[src/rtl/pipeline_pkg.sv]
// Shared definitions for the MIPS pipeline: control-word layout and the NOP control value.
package pipeline_pkg;

    localparam int CTRL_W = 9;

    // Bit positions inside the packed control word, MSB first.
    localparam int CTRL_REG_DEST   = 8;
    localparam int CTRL_MEM_READ   = 7;
    localparam int CTRL_MEM_TO_REG = 6;
    localparam int CTRL_ALU_OP1    = 5;
    localparam int CTRL_ALU_OP2    = 4;
    localparam int CTRL_MEM_WRITE  = 3;
    localparam int CTRL_ALU_SRC    = 2;
    localparam int CTRL_REG_WRITE  = 1;
    localparam int CTRL_SPARE      = 0;

    localparam logic [CTRL_W-1:0] CTRL_NOP = '0;

endpackage

[src/rtl/hazard_unit.sv]
// Load-use hazard detector: flags an ID instruction that reads the register a load in EX is writing.
module hazard_unit #(
    parameter int REG_W = 5
) (
    input  logic             ex_valid,
    input  logic             ex_mem_read,
    input  logic [REG_W-1:0] ex_rt,
    input  logic             id_valid,
    input  logic [REG_W-1:0] id_rs,
    input  logic [REG_W-1:0] id_rt,
    input  logic             ext_stall,
    output logic             hz,
    output logic             pc_write,
    output logic             ifid_write
);

    // $zero is never a real dependency, and both sources are compared even for I-type rt.
    always_comb begin
        hz = ex_valid & ex_mem_read & id_valid & (ex_rt != '0) &
             ((ex_rt == id_rs) | (ex_rt == id_rt));
        pc_write   = ~(ext_stall | hz);
        ifid_write = ~(ext_stall | hz);
    end

endmodule

[src/rtl/id_ex_stage.sv]
// ID/EX pipeline register with load-use bubble insertion and a saturating bubble counter.
module id_ex_stage
    import pipeline_pkg::*;
#(
    parameter int DATA_W = 32,
    parameter int REG_W  = 5,
    parameter int CNT_W  = 16
) (
    input  logic              clk,
    input  logic              reset,
    input  logic              id_valid,
    input  logic [CTRL_W-1:0] id_ctrl,
    input  logic [DATA_W-1:0] id_pc4,
    input  logic [DATA_W-1:0] id_rs_data,
    input  logic [DATA_W-1:0] id_rt_data,
    input  logic [DATA_W-1:0] id_imm,
    input  logic [REG_W-1:0]  id_rs,
    input  logic [REG_W-1:0]  id_rt,
    input  logic [REG_W-1:0]  id_rd,
    input  logic              ext_stall,
    output logic              ex_valid,
    output logic [CTRL_W-1:0] ex_ctrl,
    output logic [DATA_W-1:0] ex_pc4,
    output logic [DATA_W-1:0] ex_rs_data,
    output logic [DATA_W-1:0] ex_rt_data,
    output logic [DATA_W-1:0] ex_imm,
    output logic [REG_W-1:0]  ex_rs,
    output logic [REG_W-1:0]  ex_rt,
    output logic [REG_W-1:0]  ex_rd,
    output logic              pc_write,
    output logic              ifid_write,
    output logic [CNT_W-1:0]  bubble_cnt
);

    logic hz;

    hazard_unit #(
        .REG_W(REG_W)
    ) u_hazard (
        .ex_valid   (ex_valid),
        .ex_mem_read(ex_ctrl[CTRL_MEM_READ]),
        .ex_rt      (ex_rt),
        .id_valid   (id_valid),
        .id_rs      (id_rs),
        .id_rt      (id_rt),
        .ext_stall  (ext_stall),
        .hz         (hz),
        .pc_write   (pc_write),
        .ifid_write (ifid_write)
    );

    // ext_stall freezes everything, including a pending bubble, until memory catches up.
    always_ff @(posedge clk) begin
        if (reset) begin
            ex_valid   <= 1'b0;
            ex_ctrl    <= CTRL_NOP;
            ex_pc4     <= '0;
            ex_rs_data <= '0;
            ex_rt_data <= '0;
            ex_imm     <= '0;
            ex_rs      <= '0;
            ex_rt      <= '0;
            ex_rd      <= '0;
            bubble_cnt <= '0;
        end else if (!ext_stall) begin
            ex_pc4     <= id_pc4;
            ex_rs_data <= id_rs_data;
            ex_rt_data <= id_rt_data;
            ex_imm     <= id_imm;
            ex_rs      <= id_rs;
            ex_rt      <= id_rt;
            ex_rd      <= id_rd;
            if (hz) begin
                ex_valid <= 1'b0;
                ex_ctrl  <= CTRL_NOP;
                if (bubble_cnt != {CNT_W{1'b1}})
                    bubble_cnt <= bubble_cnt + CNT_W'(1);
            end else begin
                ex_valid <= id_valid;
                ex_ctrl  <= id_valid ? id_ctrl : CTRL_NOP;
            end
        end
    end

endmodule

[config.mk]
export PLATFORM = sky130hd
export DESIGN_NAME = id_ex_stage
export DESIGN_NICKNAME = d
export VERILOG_FILES = /design/src/rtl/pipeline_pkg.sv /design/src/rtl/hazard_unit.sv /design/src/rtl/id_ex_stage.sv
export SDC_FILE = /design/constraint.sdc
export NUM_CORES = 1
export LEC_CHECK = 0
export CORE_MARGIN = 1.5
export CORE_UTILIZATION = 40
export CTS_CLUSTER_DIAMETER = 60
export CTS_CLUSTER_SIZE = 10
export DETAILED_ROUTE_END_ITERATION = 16
export HOLD_SLACK_MARGIN = 0.15
export PLACE_DENSITY = 0.88
export SLEW_MARGIN = 20
export SYNTH_ARGS = -nofsm -noshare
export SYNTH_HDL_FRONTEND = slang
export SYNTH_SLANG_ARGS = --single-unit
[constraint.sdc]
create_clock -name clk -period 2.39 [get_ports clk]
set_input_delay 0.478 -clock clk [delete_from_list [all_inputs] [get_ports clk]]
set_output_delay 0.478 -clock clk [all_outputs]
set_load 0.02 [all_outputs]
Word-level counts from Yosys, hierarchy flattened
Index checks and enable logic that the tools add are counted.
{"block": "totals", "register_bits": 169, "latch_bits": 0, "ramBits": 0, "romBits": 0, "inputBits": 156, "out_inout_bits": 171, "elab_cells": 27, "memories": 0}
{"block": "classes", "n_addsub": 1, "mul": 0, "n_div": 0, "magnitude_cmp": 0, "n_eq_ne": 3, "shift": 0, "muxes": 3, "bitwise": 8, "n_reduce_logical": 2}
{"op": "$mux W9", "count": 2}
{"op": "$add A16 B1 Y16 const B", "count": 1}
{"op": "$ne A16 B16 Y1 const B", "count": 1}
{"op": "$eq A5 B5 Y1", "count": 2}
{"op": "$reduce_bool A5 Y1", "count": 1}
{"op": "$and A1 B1 Y1", "count": 4}
{"op": "$reduce_and A3 Y1", "count": 1}
{"op": "$not A1 Y1", "count": 2}
{"op": "$or A1 B1 Y1", "count": 2}
{"op": "$mux W1", "count": 1}

Depth between registers and ports, before layout
{"block": "depth", "depth_word": 6, "mapped_depth": 8, "depth_no_buf": 6}

Cells and area by module
A second synthesis with hierarchy kept.
{"block": "unflattened", "cells_unflattened": 610, "hier_area_um2": 6327.3}
{"module": "id_ex_stage", "n_inst": 1, "cells_per_inst": 590, "area_per_inst_um2": 6167.2, "seq_area_each_um2": 3383.2}
{"module": "hazard_unit", "n_inst": 1, "cells_per_inst": 20, "area_per_inst_um2": 160.2, "seq_area_each_um2": 0.0}

Worst setup path after synthesis
Ideal clock, no wire load.
{"block": "synth_timing", "kind": "register to output", "from": "reg ex_rt[4]", "to": "out pc_write", "arrival_ns": 1.922, "required_time_ns": 1.912, "setup_slack_ns": -0.010, "stages_incl_launch_ff": 9, "n_path_buf": 3, "path_cell_list": "dfxtp_1 -> xor2_1 -> nor2_1 -> a22oi_1 -> buf_4 -> buf_2 -> nor3_1 -> nor2_1 -> buf_4"}
{"block": "synth_between", "elab_chain_len": 5, "elab_cells_between_ends": 8, "classes_between": "2 x eq/ne; 5 x bitwise; 1 x reduce/logical"}
{"element": "from (decl)", "line_no": "id_ex_stage.sv:28", "text": "output logic [REG_W-1:0] ex_rt,"}
{"element": "from (signal assigned)", "line_no": "id_ex_stage.sv:71", "text": "ex_rt <= id_rt;"}
{"element": "$eq A5 B5 Y1 or $reduce_bool A5 Y1 (tied branches)", "line_no": "hazard_unit.sv:20, hazard_unit.sv:19"}
{"element": "$or A1 B1 Y1 or $and A1 B1 Y1 (tied branches)", "line_no": "hazard_unit.sv:20, hazard_unit.sv:19"}
{"element": "$and A1 B1 Y1 (*)", "line_no": "hazard_unit.sv:19", "text": "hz = ex_valid & ex_mem_read & id_valid & (ex_rt != '0) &"}
{"element": "$or A1 B1 Y1 (*)"}
{"element": "$not A1 Y1 (*)"}
{"element": "to (decl)", "line_no": "id_ex_stage.sv:30", "text": "output logic pc_write,"}
Every way passes the cells marked *; elsewhere a longest branch is shown, timed or not.

Worst setup path after layout
{"block": "layout_timing", "from": "in id_rt[2]", "to": "out pc_write"}
{"block": "layout_between", "elab_chain_len": 5}
{"element": "from (decl)", "line_no": "id_ex_stage.sv:18", "text": "input logic [REG_W-1:0] id_rt,"}
{"element": "$eq A5 B5 Y1", "line_no": "hazard_unit.sv:20", "text": "((ex_rt == id_rs) | (ex_rt == id_rt));"}
{"element": "$or A1 B1 Y1", "line_no": "hazard_unit.sv:20"}
{"element": "$and A1 B1 Y1", "line_no": "hazard_unit.sv:19"}
{"element": "$or A1 B1 Y1", "line_no": "hazard_unit.sv:21", "text": "pc_write = ~(ext_stall | hz);"}
{"element": "$not A1 Y1", "line_no": "hazard_unit.sv:21"}
No other way between the ends.

==> impl_metrics.py <==
metrics = {
    "final_layout": {
        "drive_above_1_share": 0.0676,
        "final_cell_count_no_fill": 1148,
        "nNetsFinal": 1076,
        "final_common_cell": "clkdlybuf4s50_1",
        "final_cell_mix": "321 x clkdlybuf4s50_1, 168 x dfxtp_1, 151 x nor2_1",
        "diodes": 0,
        "syn_to_final_growth_pct": 61.7,
    },
    "critical_path": {
        "reg2reg_slack_ps": 290,
        "cp.required_ps": 1910,
        "crit_arrival_ps": 1820,
        "crit_start": "id_rt[2]",
        "rr_endpoint": "bubble_cnt[7]",
        "reg2reg_from": "bubble_cnt[0]",
        "cpMaxStageDelayCell": "clkdlybuf4s50_1",
        "endpoint_kind": "primary output",
        "worstSetupPathType": "input pin to primary output",
        "worstPathCellList": "clkdlybuf4s50_1 > xor2_1 > nor2_1 > a22oi_2 > nor3_2 > nor2_2 > buf_4",
        "worst_setup_path_start_kind": "input pin",
        "path_max_fanout": 2,
        "r2r_cells": 6,
        "cp_slowest_stage_delay_ps": 500,
        "crit_end": "pc_write",
    },
    "power": {
        "irDropWorstVdd_mv": 0.639,
        "power_frac_clock": 0.388,
        "power_leakage_nw": 4.30,
        "seq_power_share": 0.443,
        "power_w": 0.00688,
        "p_comb_frac": 0.169,
        "powerDensity_nw_per_um2": 663,
        "swShare": 0.264,
        "p_int_w": 0.00506,
        "p_sw_w": 0.00182,
    },
    "sta": {
        "tightest_slew_ps": 1200,
        "fin_crit_ps": 2290,
        "drv_slew": 0,
        "setup_viol": 0,
        "tns_ps": 0,
        "rsz0062_at_grt": "yes",
        "fmax_mhz": 436,
        "fin_crit_sh": 0.960,
        "clock-skew-final_ps": 6.47,
        "slew_headroom": 0.198,
        "hold_viol_final": 0,
    },
    "grt": {
        "first_global_vias": 5360,
        "antenna_found_initial": 0,
        "grt_pass1_wl_mm": 27.3,
        "grtUsageTotal": 0.208,
        "grt_max_degree": 145,
        "gr-total-overflow": 0,
    },
    "logic_synthesis": {
        "ys_seq_area_frac": 0.527,
        "syn_area_per_cell_um2": 10.5,
        "synth_fa_ha_area_frac": 0.00195,
        "synth_nets": 769,
        "synth_edf_count": 0,
        "synth_top_family_by_area": "multiplexers",
        "synth_mux_area_frac": 0.235,
        "yosysWarningCount": 0,
        "ys_ff_latch": 169,
        "syn_area_um2": 6420,
        "syn_inst": 612,
        "synth_xor_area_frac": 0.0136,
        "synth-main-ff-cell": "dfxtp_1",
        "synth_compound_area_frac": 0.0425,
        "synth_cell_types": 43,
        "synthSimpleGateAreaFrac": 0.145,
        "async_reset_ff_frac": 0,
    },
    "flow_run": {
        "maxCapViolations": 0,
    },
    "drt": {
        "antenna_left": 0,
        "wire_per_inst_um": 16.0,
        "first_pass_iters": 4,
        "vias_per_cell": 4.78,
        "wl_mm": 18.4,
        "first_iter_violations": 362,
        "drc": 0,
        "route.vias.total": 5487,
    },
    "cts": {
        "clock-root-buffer": "clkbuf_16",
        "clk_latency_ps": 410,
        "path_clk_slew_ps": 70,
        "cts_tree": "built",
        "h-tree-depth": 4,
        "clkSinkCount": 169,
        "clk_path_buf_depth": 2,
        "cts_buffers": 17,
        "cts_setup_buffers": 0,
    },
    "placed_design": {
        "io_buffers": 326,
        "placed_cells": 1116,
        "gp_congestion": 0.788,
        "hpwl_mm": 13.2,
    },
    "floorplanning": {
        "die_area_um2": 16800,
        "start_util": 0.407,
        "rows": 46,
        "core_um2": 15800,
        "die_w_um": 130,
        "die_h_um": 130,
        "io-pin-count": 327,
    },
    "hold_path": {
        "min_path_type": "input pin to register",
    },
    "status": {
        "status": "completed",
    },
}
-- power groups by stage --
stage	logic, W	registers (W)	clock network (W)
2_1_floorplan	0.000338	0.00329	0
3_3_place_gp	0.00114	0.00310	0
3_5_place_dp	0.00116	0.00311	0
4_1_cts	0.00117	0.00305	0.00273
5_1_grt	0.00123	0.00307	0.00282
6_report	0.00116	0.00305	0.00267
-- kinds of logic (layout without fill, tap and decap cells) --
group	after synthesis	in the layout
xor gates and xnor gates	10	10
buffers and inverters	45	365
muxes	148	148
and+or+nand+nor	202	202
AOI/OAI and AO/OA	37	37
adders and majority gates	1	1
DFF	169	169
-- area by class of cell --
cell class	instances	area (µm²)
multi-input combinational	398	2830
clock inverter	14	135
timing repair buffer	333	3340
sequential	169	3380
clock buffer	18	429
fill	1244	5380
tap	216	270
-- worst max-delay path: cells and delay by family --
kind                      cells  cell delay (ps)
xor gates and xnor gates      1              170
buffers and inverters         2              660
AOI/OAI and AO/OA             1              250
and+or+nand+nor               3              260
-- through the flow --
stage                     setup slack, ps  utilization  area [µm²]  hold slack [ps]
final                                96.7        0.659       10400              466
after global placement               -410        0.622        9810              461
after detailed placement             -445        0.622        9810              468
after global routing                -6.25        0.659       10400              458
after floorplan                       108            -        6420              490
after CTS                            34.1        0.658       10400              442
-- sequential cells by signal, summed over array words and instances, names as in the netlist, 9 cells and up --
register and cells:
ex_ctrl 9, ex_rt_data 32, bubble_cnt 16, ex_imm 32
ex_rs_data 32, ex_pc4 32
-- what timing repair did --
action / in CTS / in global routing
setup endpoints to repair: 2 / 2
gates resized for setup: 10 / 5
pin swaps: 3 / 2
hold buffers: 0 / 0
-- worst min-delay path by stage --
stage                                end  depth (start not counted)  slack, ps       start
after floorplan               ex_ctrl[7]                          1        490  ex_ctrl[7]
after global placement        ex_ctrl[6]                          1        460  ex_ctrl[6]
after detailed placement      ex_ctrl[1]                          1        470  ex_ctrl[1]
after CTS                 ex_rs_data[14]                          2        440       reset
after global routing      ex_rt_data[21]                          2        460       reset
final                           ex_rt[1]                          3        470    id_rt[1]
-- synthesized netlist by cell type (3+ instances only) --
library cell | instances | area (µm²)
dfxtp_1 | 169 | 3380
nor2_1 | 153 | 574
mux2i_1 | 143 | 1430
clkbuf_1 | 18 | 67.6
buf_2 | 15 | 75.1
a21oi_1 | 11 | 55.1
xor2_1 | 10 | 87.6
a22o_1 | 9 | 78.8
o31ai_1 | 7 | 52.6
buf_1 | 6 | 22.5
nand3_1 | 6 | 30.0
nor2b_1 | 6 | 37.5
or4_1 | 6 | 45.0
mux2_4 | 5 | 75.1
and4_1 | 4 | 35.0
buf_4 | 4 | 30.0
nand2_1 | 4 | 15.0
nand4_1 | 4 | 25.0
nor3_1 | 3 | 15.0
nor3_2 | 3 | 30.0
-- routing by layer --
metal,GRT usage,wire [µm],up-vias,share of wire
met4,0.0647,296,0,0.016
met3,0.0750,1340,19,0.073
met5,0,0,-,0
met1,0.230,7300,2583,0.40
li1,-,-,2703,-
met2,0.373,9480,182,0.51
No activity file was read; power rests on OpenSTA's default activity.
